<file path="src/rtl/dmem_port_arbiter.sv">
// dmem_port_arbiter: shares the unified RAM data port between the core LSU (m0)
// and the loader/debug DMA (m1). One access per cycle, read data returned one
// cycle after the grant, bounded-burst fairness between the two masters.
module dmem_port_arbiter #(
    parameter int unsigned DATA_WIDTH = 32,
    parameter int unsigned ADDR_WIDTH = 16,
    parameter int unsigned MAX_BURST  = 4
) (
    input  logic                  clock,
    input  logic                  reset,

    input  logic                  m0_req,
    input  logic                  m0_we,
    input  logic [ADDR_WIDTH-1:0] m0_addr,
    input  logic [DATA_WIDTH-1:0] m0_wdata,
    output logic                  m0_gnt,
    output logic                  m0_rvalid,
    output logic [DATA_WIDTH-1:0] m0_rdata,

    input  logic                  m1_req,
    input  logic                  m1_we,
    input  logic [ADDR_WIDTH-1:0] m1_addr,
    input  logic [DATA_WIDTH-1:0] m1_wdata,
    output logic                  m1_gnt,
    output logic                  m1_rvalid,
    output logic [DATA_WIDTH-1:0] m1_rdata,

    output logic                  mem_wEn,
    output logic [ADDR_WIDTH-1:0] mem_addr,
    output logic [DATA_WIDTH-1:0] mem_wdata,
    input  logic [DATA_WIDTH-1:0] mem_rdata
);

    // Counter must hold 0..MAX_BURST inclusive.
    localparam int unsigned CNT_W = (MAX_BURST < 1) ? 1 : $clog2(MAX_BURST + 1);
    localparam logic [CNT_W-1:0] CNT_MAX = CNT_W'(MAX_BURST);
    localparam logic [CNT_W-1:0] CNT_ONE = CNT_W'(1);
    localparam logic [CNT_W-1:0] CNT_ZERO = '0;

    typedef enum logic [1:0] {
        IDLE = 2'd0,
        OWN0 = 2'd1,
        OWN1 = 2'd2
    } state_t;

    state_t           state;
    state_t           next_state;
    logic [CNT_W-1:0] burst_cnt;
    logic [CNT_W-1:0] next_cnt;
    logic             gnt0;
    logic             gnt1;
    logic             burst_open;
    logic [CNT_W-1:0] cnt_inc;

    // Current owner may keep the port while its burst budget is not used up.
    assign burst_open = (burst_cnt < CNT_MAX);
    assign cnt_inc    = burst_open ? (burst_cnt + CNT_ONE) : burst_cnt;

    // Ownership state and burst counter.
    always_ff @(posedge clock or posedge reset) begin
        if (reset) begin
            state     <= IDLE;
            burst_cnt <= CNT_ZERO;
        end else begin
            state     <= next_state;
            burst_cnt <= next_cnt;
        end
    end

    // Arbitration: grant decision and next ownership from requests and state.
    always_comb begin
        next_state = state;
        next_cnt   = burst_cnt;
        gnt0       = 1'b0;
        gnt1       = 1'b0;
        case (state)
            IDLE: begin
                if (m0_req) begin
                    gnt0       = 1'b1;
                    next_state = OWN0;
                    next_cnt   = CNT_ONE;
                end else if (m1_req) begin
                    gnt1       = 1'b1;
                    next_state = OWN1;
                    next_cnt   = CNT_ONE;
                end else begin
                    next_state = IDLE;
                    next_cnt   = CNT_ZERO;
                end
            end
            OWN0: begin
                if (m0_req && (!m1_req || burst_open)) begin
                    gnt0     = 1'b1;
                    next_cnt = cnt_inc;
                end else if (m1_req) begin
                    gnt1       = 1'b1;
                    next_state = OWN1;
                    next_cnt   = CNT_ONE;
                end else begin
                    next_state = IDLE;
                    next_cnt   = CNT_ZERO;
                end
            end
            OWN1: begin
                if (m1_req && (!m0_req || burst_open)) begin
                    gnt1     = 1'b1;
                    next_cnt = cnt_inc;
                end else if (m0_req) begin
                    gnt0       = 1'b1;
                    next_state = OWN0;
                    next_cnt   = CNT_ONE;
                end else begin
                    next_state = IDLE;
                    next_cnt   = CNT_ZERO;
                end
            end
            default: begin
                next_state = IDLE;
                next_cnt   = CNT_ZERO;
            end
        endcase
        // Nothing reaches the RAM while reset is held.
        if (reset) begin
            gnt0 = 1'b0;
            gnt1 = 1'b0;
        end
    end

    assign m0_gnt = gnt0;
    assign m1_gnt = gnt1;

    // RAM data port mux; idle port drives zeros.
    always_comb begin
        mem_wEn   = 1'b0;
        mem_addr  = '0;
        mem_wdata = '0;
        if (gnt0) begin
            mem_wEn   = m0_we;
            mem_addr  = m0_addr;
            mem_wdata = m0_wdata;
        end else if (gnt1) begin
            mem_wEn   = m1_we;
            mem_addr  = m1_addr;
            mem_wdata = m1_wdata;
        end
    end

    // m0 read return: capture RAM data at the end of the read grant cycle.
    always_ff @(posedge clock or posedge reset) begin
        if (reset) begin
            m0_rvalid <= 1'b0;
            m0_rdata  <= '0;
        end else begin
            m0_rvalid <= gnt0 & ~m0_we;
            if (gnt0 && !m0_we) begin
                m0_rdata <= mem_rdata;
            end
        end
    end

    // m1 read return: capture RAM data at the end of the read grant cycle.
    always_ff @(posedge clock or posedge reset) begin
        if (reset) begin
            m1_rvalid <= 1'b0;
            m1_rdata  <= '0;
        end else begin
            m1_rvalid <= gnt1 & ~m1_we;
            if (gnt1 && !m1_we) begin
                m1_rdata <= mem_rdata;
            end
        end
    end

endmodule

</file>
<file path="config.mk">
export PLATFORM = sky130hd
export DESIGN_NAME = dmem_port_arbiter
export DESIGN_NICKNAME = d
export VERILOG_FILES = /design/src/rtl/dmem_port_arbiter.sv
export SDC_FILE = /design/constraint.sdc
export NUM_CORES = 1
export LEC_CHECK = 0
export ABC_AREA = 1
export CELL_PAD_IN_SITES_DETAIL_PLACEMENT = 1
export CELL_PAD_IN_SITES_GLOBAL_PLACEMENT = 1
export CORE_MARGIN = 8
export CORE_UTILIZATION = 25
export CTS_CLUSTER_SIZE = 28
export DETAILED_ROUTE_END_ITERATION = 8
export PLACE_DENSITY = 0.82
export SETUP_SLACK_MARGIN = 0.1
export SYNTH_ARGS = -nofsm -noshare
export SYNTH_HDL_FRONTEND = slang
export SYNTH_SLANG_ARGS = --single-unit
</file>
<file path="constraint.sdc">
create_clock -name clock -period 10.55 [get_ports clock]
set_input_delay 2.11 -clock clock [delete_from_list [all_inputs] [get_ports clock]]
set_output_delay 2.11 -clock clock [all_outputs]
set_load 0.01 [all_outputs]
</file>
---- Word level (Yosys, flattened, before mapping) ----
Index checks and enable logic that the tools add are counted.
storage, ports and cells
  output and inout bits ................... 117
  RAM bits ................................ 0
  latch bits .............................. 0
  memories ................................ 0
  bits in read-only memories .............. 0
  input port bits ......................... 134
  logic and storage cells ................. 58
  flip-flop bits (word level) ............. 71
operators by class
  div/mod/pow operators ................... 0
  reductions and logical operators ........ 12
  add/sub/neg operators ................... 1
  bitwise operators ....................... 4
  shift operators ......................... 0
  mux-type cells .......................... 30
  $mul .................................... 0
  order comparisons ....................... 1
  eq/ne operators ......................... 4
operators with widths
  operator                                           count
  2-to-1 mux 32 bit                                  2
  2-to-1 mux 16 bit                                  2
  2-to-1 mux 1 bit                                   15
  2-to-1 mux 3 bit                                   3
  one-hot mux 3 bit (3 select lines)                 1
  2-to-1 mux 2 bit                                   4
  one-hot mux 1 bit (3 select lines)                 2
  one-hot mux 2 bit (3 select lines)                 1
  logical AND 1 bit                                  4
  zero test 1 bit                                    4
  inequality test 2 bit, second input constant       2
  adder 3 x 1 -> 3 bit, second input constant        1
  less-than comparator 3 bit, second input constant  1
  bitwise AND 1 bit                                  2
  == test 2 x 1 -> 1 bit, second input constant      1
  == test 2 bit, second input constant               1
  zero test 2 bit                                    1
  logical OR 1 bit                                   2
  NOT 1 bit                                          2
  AND reduction 2 bit                                1

---- Longest topological paths before layout ----
  depth in word-level cells ............... 8
  gate-level depth with buffers ........... 11
  depth with buffers taken out ............ 9

---- Worst setup path before layout ----
OpenSTA, ideal clock, no wires.
  path type ............................... input to output
  from .................................... input port m1_req
  to ...................................... output port mem_addr[0]
  path buffers ............................ 2
  data arrival time ....................... 3.012 ns
  data required time ...................... 8.440 ns
  setup slack ............................. 5.428 ns
  stages .................................. 11
  path through ............................ nand2_1 > clkinv_1 > nand3_2 > nand2_1 > nand2_4 > nand2_1 > inv_2 > buf_6 > buf_4 > nand2_1 > nand2_1
between the ends
  longest elaborated chain between the ends .. 8
  elaborated cells on any way between the ends .. 16
  those cells by class .................... mux: 12; reduce/logical: 4
RTL lines
  item                                RTL line  source
  from (decl)                         20        input logic m1_req,
  zero test 1 bit                     92        if (m0_req && (!m1_req || burst_open)) begin
  logical OR 1 bit                    92
  logical AND 1 bit                   92
  2-to-1 mux 1 bit                    92
  one-hot mux 1 bit (3 select lines)  76        case (state)
  2-to-1 mux 1 bit                    123       if (reset) begin
  2-to-1 mux 16 bit                   141       end else if (gnt1) begin
  2-to-1 mux 16 bit *                 137       if (gnt0) begin
  to (decl)                           29        output logic [ADDR_WIDTH-1:0] mem_addr,
Every way passes the cells marked *; elsewhere a longest branch is shown, timed or not.

---- Final worst setup path ----
  from .................................... input port m0_req
  to ...................................... output port mem_addr[12]
between the ends
  longest elaborated chain between the ends .. 8
  elaborated cells on any way between the ends .. 16
  those cells by class .................... mux: 12; reduce/logical: 4
RTL lines
  item                                RTL line  source
  from (decl)                         12        input logic m0_req,
  zero test 1 bit                     105       if (m1_req && (!m0_req || burst_open)) begin
  logical OR 1 bit                    105
  logical AND 1 bit                   105
  2-to-1 mux 1 bit                    105
  one-hot mux 1 bit (3 select lines)  76
  2-to-1 mux 1 bit                    123
  2-to-1 mux 16 bit                   141
  2-to-1 mux 16 bit *                 137
Marks and branches as above.

==> metrics <==
status=complete, no violations; root buf cell=clkbuf_16; DRC=0; H-tree depth=3; IO Port Bufs=250; Worst Max-Slew Pin Slew=1130 ps; most used cell, CP=nand2_1; total gr overflow=0; post-synthesis instance total=490; Hold Crit Depth=2; Synth Cell Area=3620 um^2; XOR/XNOR Fraction of Synth Area=0.242%; crit path launch type=primary input; CTS tree=done; Initial DRT Pass Iterations=4; Die Y=136 um; crit path capture type=primary output; DRT antenna net count=0; crit path max fanout=49; clock sinks=roughly 70; Die Span X=136 um; CP Cell Sequence=clkdlybuf4s50_1 -> inv_1 -> nor2_1 -> nor2_1 -> nand2_1 -> nand2_2 -> nand2_2 -> inv_2 -> nand2_1 -> nand2_1 -> clkdlybuf4s50_1; switch share=roughly 36%; vias in the first global route=4294; Pleak=3.06 nW; # setup viols final=0; die area=18600 um^2; Post-CTS Setup Inserts=0; Wirelength per Cell=18.5 um; syn avg cell area=~7.4 um^2; design area=6490 um^2; Post-Synth Adder-Cell Area=less than 1%; total wire length=around 17000 um; multiplexer share of the synthesized area=0.277%; part of the cycle the worst path needs=~68%; Total GRT Usage=approximately 17%; initial antenna violation count=0; internal reg-to-reg setup slack=7830 ps; ANT cells=0; Hold Violations, Final=0; Hold Crit Class=reg -> reg; Critical Path Max Stage Delay=around 600 ps; first-pass GRT wire length=approximately 25000 um; area of the multi-input gates=1620 um^2; clock share of power=19.2%; worst-skew pair later-pin latency=330 ps; share of cells above drive strength 1=4.01%; headroom to the max-slew limit=24.5%; first-iteration detailed-routing DRC count=204; GPL Wtd Cong=0.883; Netlist cell types=23; CP Data Arrival Time=5050 ps; maximum vdd drop=0.000116 V; post-DR vias/cell=4.65; CP Class=in -> out; Max Root-Sink Buffers=2; max cap viols=0; post-CTS sizing=0; Post-Route Skew=7.67 ps; sequential cell area=1780 um^2; clk slew on worst S/H paths=50 ps; post-synthesis register bit count=71; hold buffers post-CTS=0; delay-heaviest family, CP=buffers and inverters; Final Slew Violations=0; CORE AREA=14300 um^2; DP Area=6200 um^2; post-DP HPWL=approximately 13000 um; RSZ-0062 raised after global routing=false; Int Pwr=0.956 mW; Num CTS Buffers=9; synth-to-layout area growth=79.3%; row count=44; CP Depth=11; pin count of the biggest net entering global routing=88; Synth Area in Simple Gates=between 40% and 50%; Logic pwr share=48.4%; slowest stage cell on the critical path=inv_2; setup TNS=0 ps; Req. time, crit path=8440 ps; Seq/Total Area, Yosys=49.1%; final net count=854; Seq pwr share=32.4%; CP Buf/Inv Count=4; Layout fillers=1746; power per cell area=roughly 230 nW/um^2; Synth Area in Compound Gates=less than 1%; syn_nets=625; Initial Util=25.3%; largest family of logic cells by synthesized area=simple AND/OR/NAND/NOR gates; DR vias=4225; fin crit period=7160 ps; Psw=0.547 mW; fmax=140 MHz; worst reg-to-reg path cell count=9; num ports=approximately 250; Ys Warns=0
## cells by family (layout without fill, tap and decap cells)
logic type | count (synthesis) | count (layout)
compound gates | 5 | 5
buf+inv | 47 | 281
simple gates | 364 | 364
mux | 1 | 1
xor+xnor | 1 | 1
fa+ha+maj | 1 | 1
flops | 71 | 71
## power by group through the flow
stage               Combinational (mW)  Clock [mW]  Sequential, mW
finish                           0.728       0.289           0.486
CTS                              0.745       0.298           0.488
global placement                 0.720           0           0.484
global route                     0.792       0.309           0.502
detailed placement               0.739           0           0.490
floorplan                        0.233           0           0.530
## layout make-up
| class | instances | share of cell area (%) |
|---|---|---|
| Clock buffer | 12 | 3.95 |
| Clock inverter | 4 | 0.444 |
| Inverter | 12 | 0.733 |
| Multi-Input combinational cell | 372 | 25.0 |
| Sequential cell | 71 | 27.4 |
| Tap cell | 184 | 3.55 |
| Timing Repair Buffer | 253 | 38.9 |
## sequential cells by signal, summed over array words and instances (netlist names)
signal     flops
state          2
m1_rdata      32
m0_rvalid      1
burst_cnt      3
m1_rvalid      1
m0_rdata      32
## cells in the final DEF (no fill, tap or decap), types with 6 or more instances in the layout
cell type          n
dfrtp_1           71
nor2_1             7
nand4_1           64
clkdlybuf4s50_1  250
clkbuf_16          9
nand2_1          282
inv_1              6
## worst paths after layout
check | from | to
min reg2reg | m0_rdata[10]$_DFFE_PP0P_ | m0_rdata[10]$_DFFE_PP0P_
max reg2reg | state[1]$_DFFE_PP0P_ | m1_rdata[20]$_DFFE_PP0P_
max in group asynchronous | reset | m0_rdata[28]$_DFFE_PP0P_
min in group asynchronous | reset | burst_cnt[2]$_DFF_PP0_
min | m0_rdata[10]$_DFFE_PP0P_ | m0_rdata[10]$_DFFE_PP0P_
max | m0_req | mem_addr[12]
## worst min-delay path: stages, from the launching register on
cell and delay (ps):
dfrtp_1 340, nand2_1 60, nand2_1 50
## cells in the mapped netlist
library cell	n	area [um^2]
nor2_1	7	26.3
inv_2	3	11.3
a21oi_1	2	10.0
clkbuf_1	12	45.0
buf_2	16	80.1
nand3_2	3	30.0
clkinv_1	3	11.3
mux2i_1	1	10.0
nand3_1	3	15.0
nand4_1	64	400
o21ai_0	3	15.0
nor2_2	1	6.26
nand2_1	282	1060
inv_1	6	22.5
buf_1	3	11.3
ha_1	1	12.5
xnor2_1	1	8.76
dfrtp_1	71	1780
nand2_4	1	11.3
buf_4	2	15.0
nand2_2	2	12.5
and2_1	1	6.26
buf_6	2	22.5
## per-layer routing
metal	part of all wire, %	vias up	GRT usage (%)
li1	-	2039	-
met1	39	2017	19.5
met2	52	148	30.4
met3	7.5	21	5.65
met4	1.9	0	4.76
met5	0	-	0
## through the flow
step	worst slack, ps	instances	power, mW	hold WS (ps)	util (%)
finish	3390	908	1.50	472	45.3
global route	3030	908	1.60	497	45.3
CTS	3370	908	1.53	474	45.3
detailed placement	3360	892	1.23	460	43.3
global placement	3490	892	1.20	459	43.3
floorplan	5430	490	0.763	507	-
Note: power is estimated with default switching activity, not from simulation.
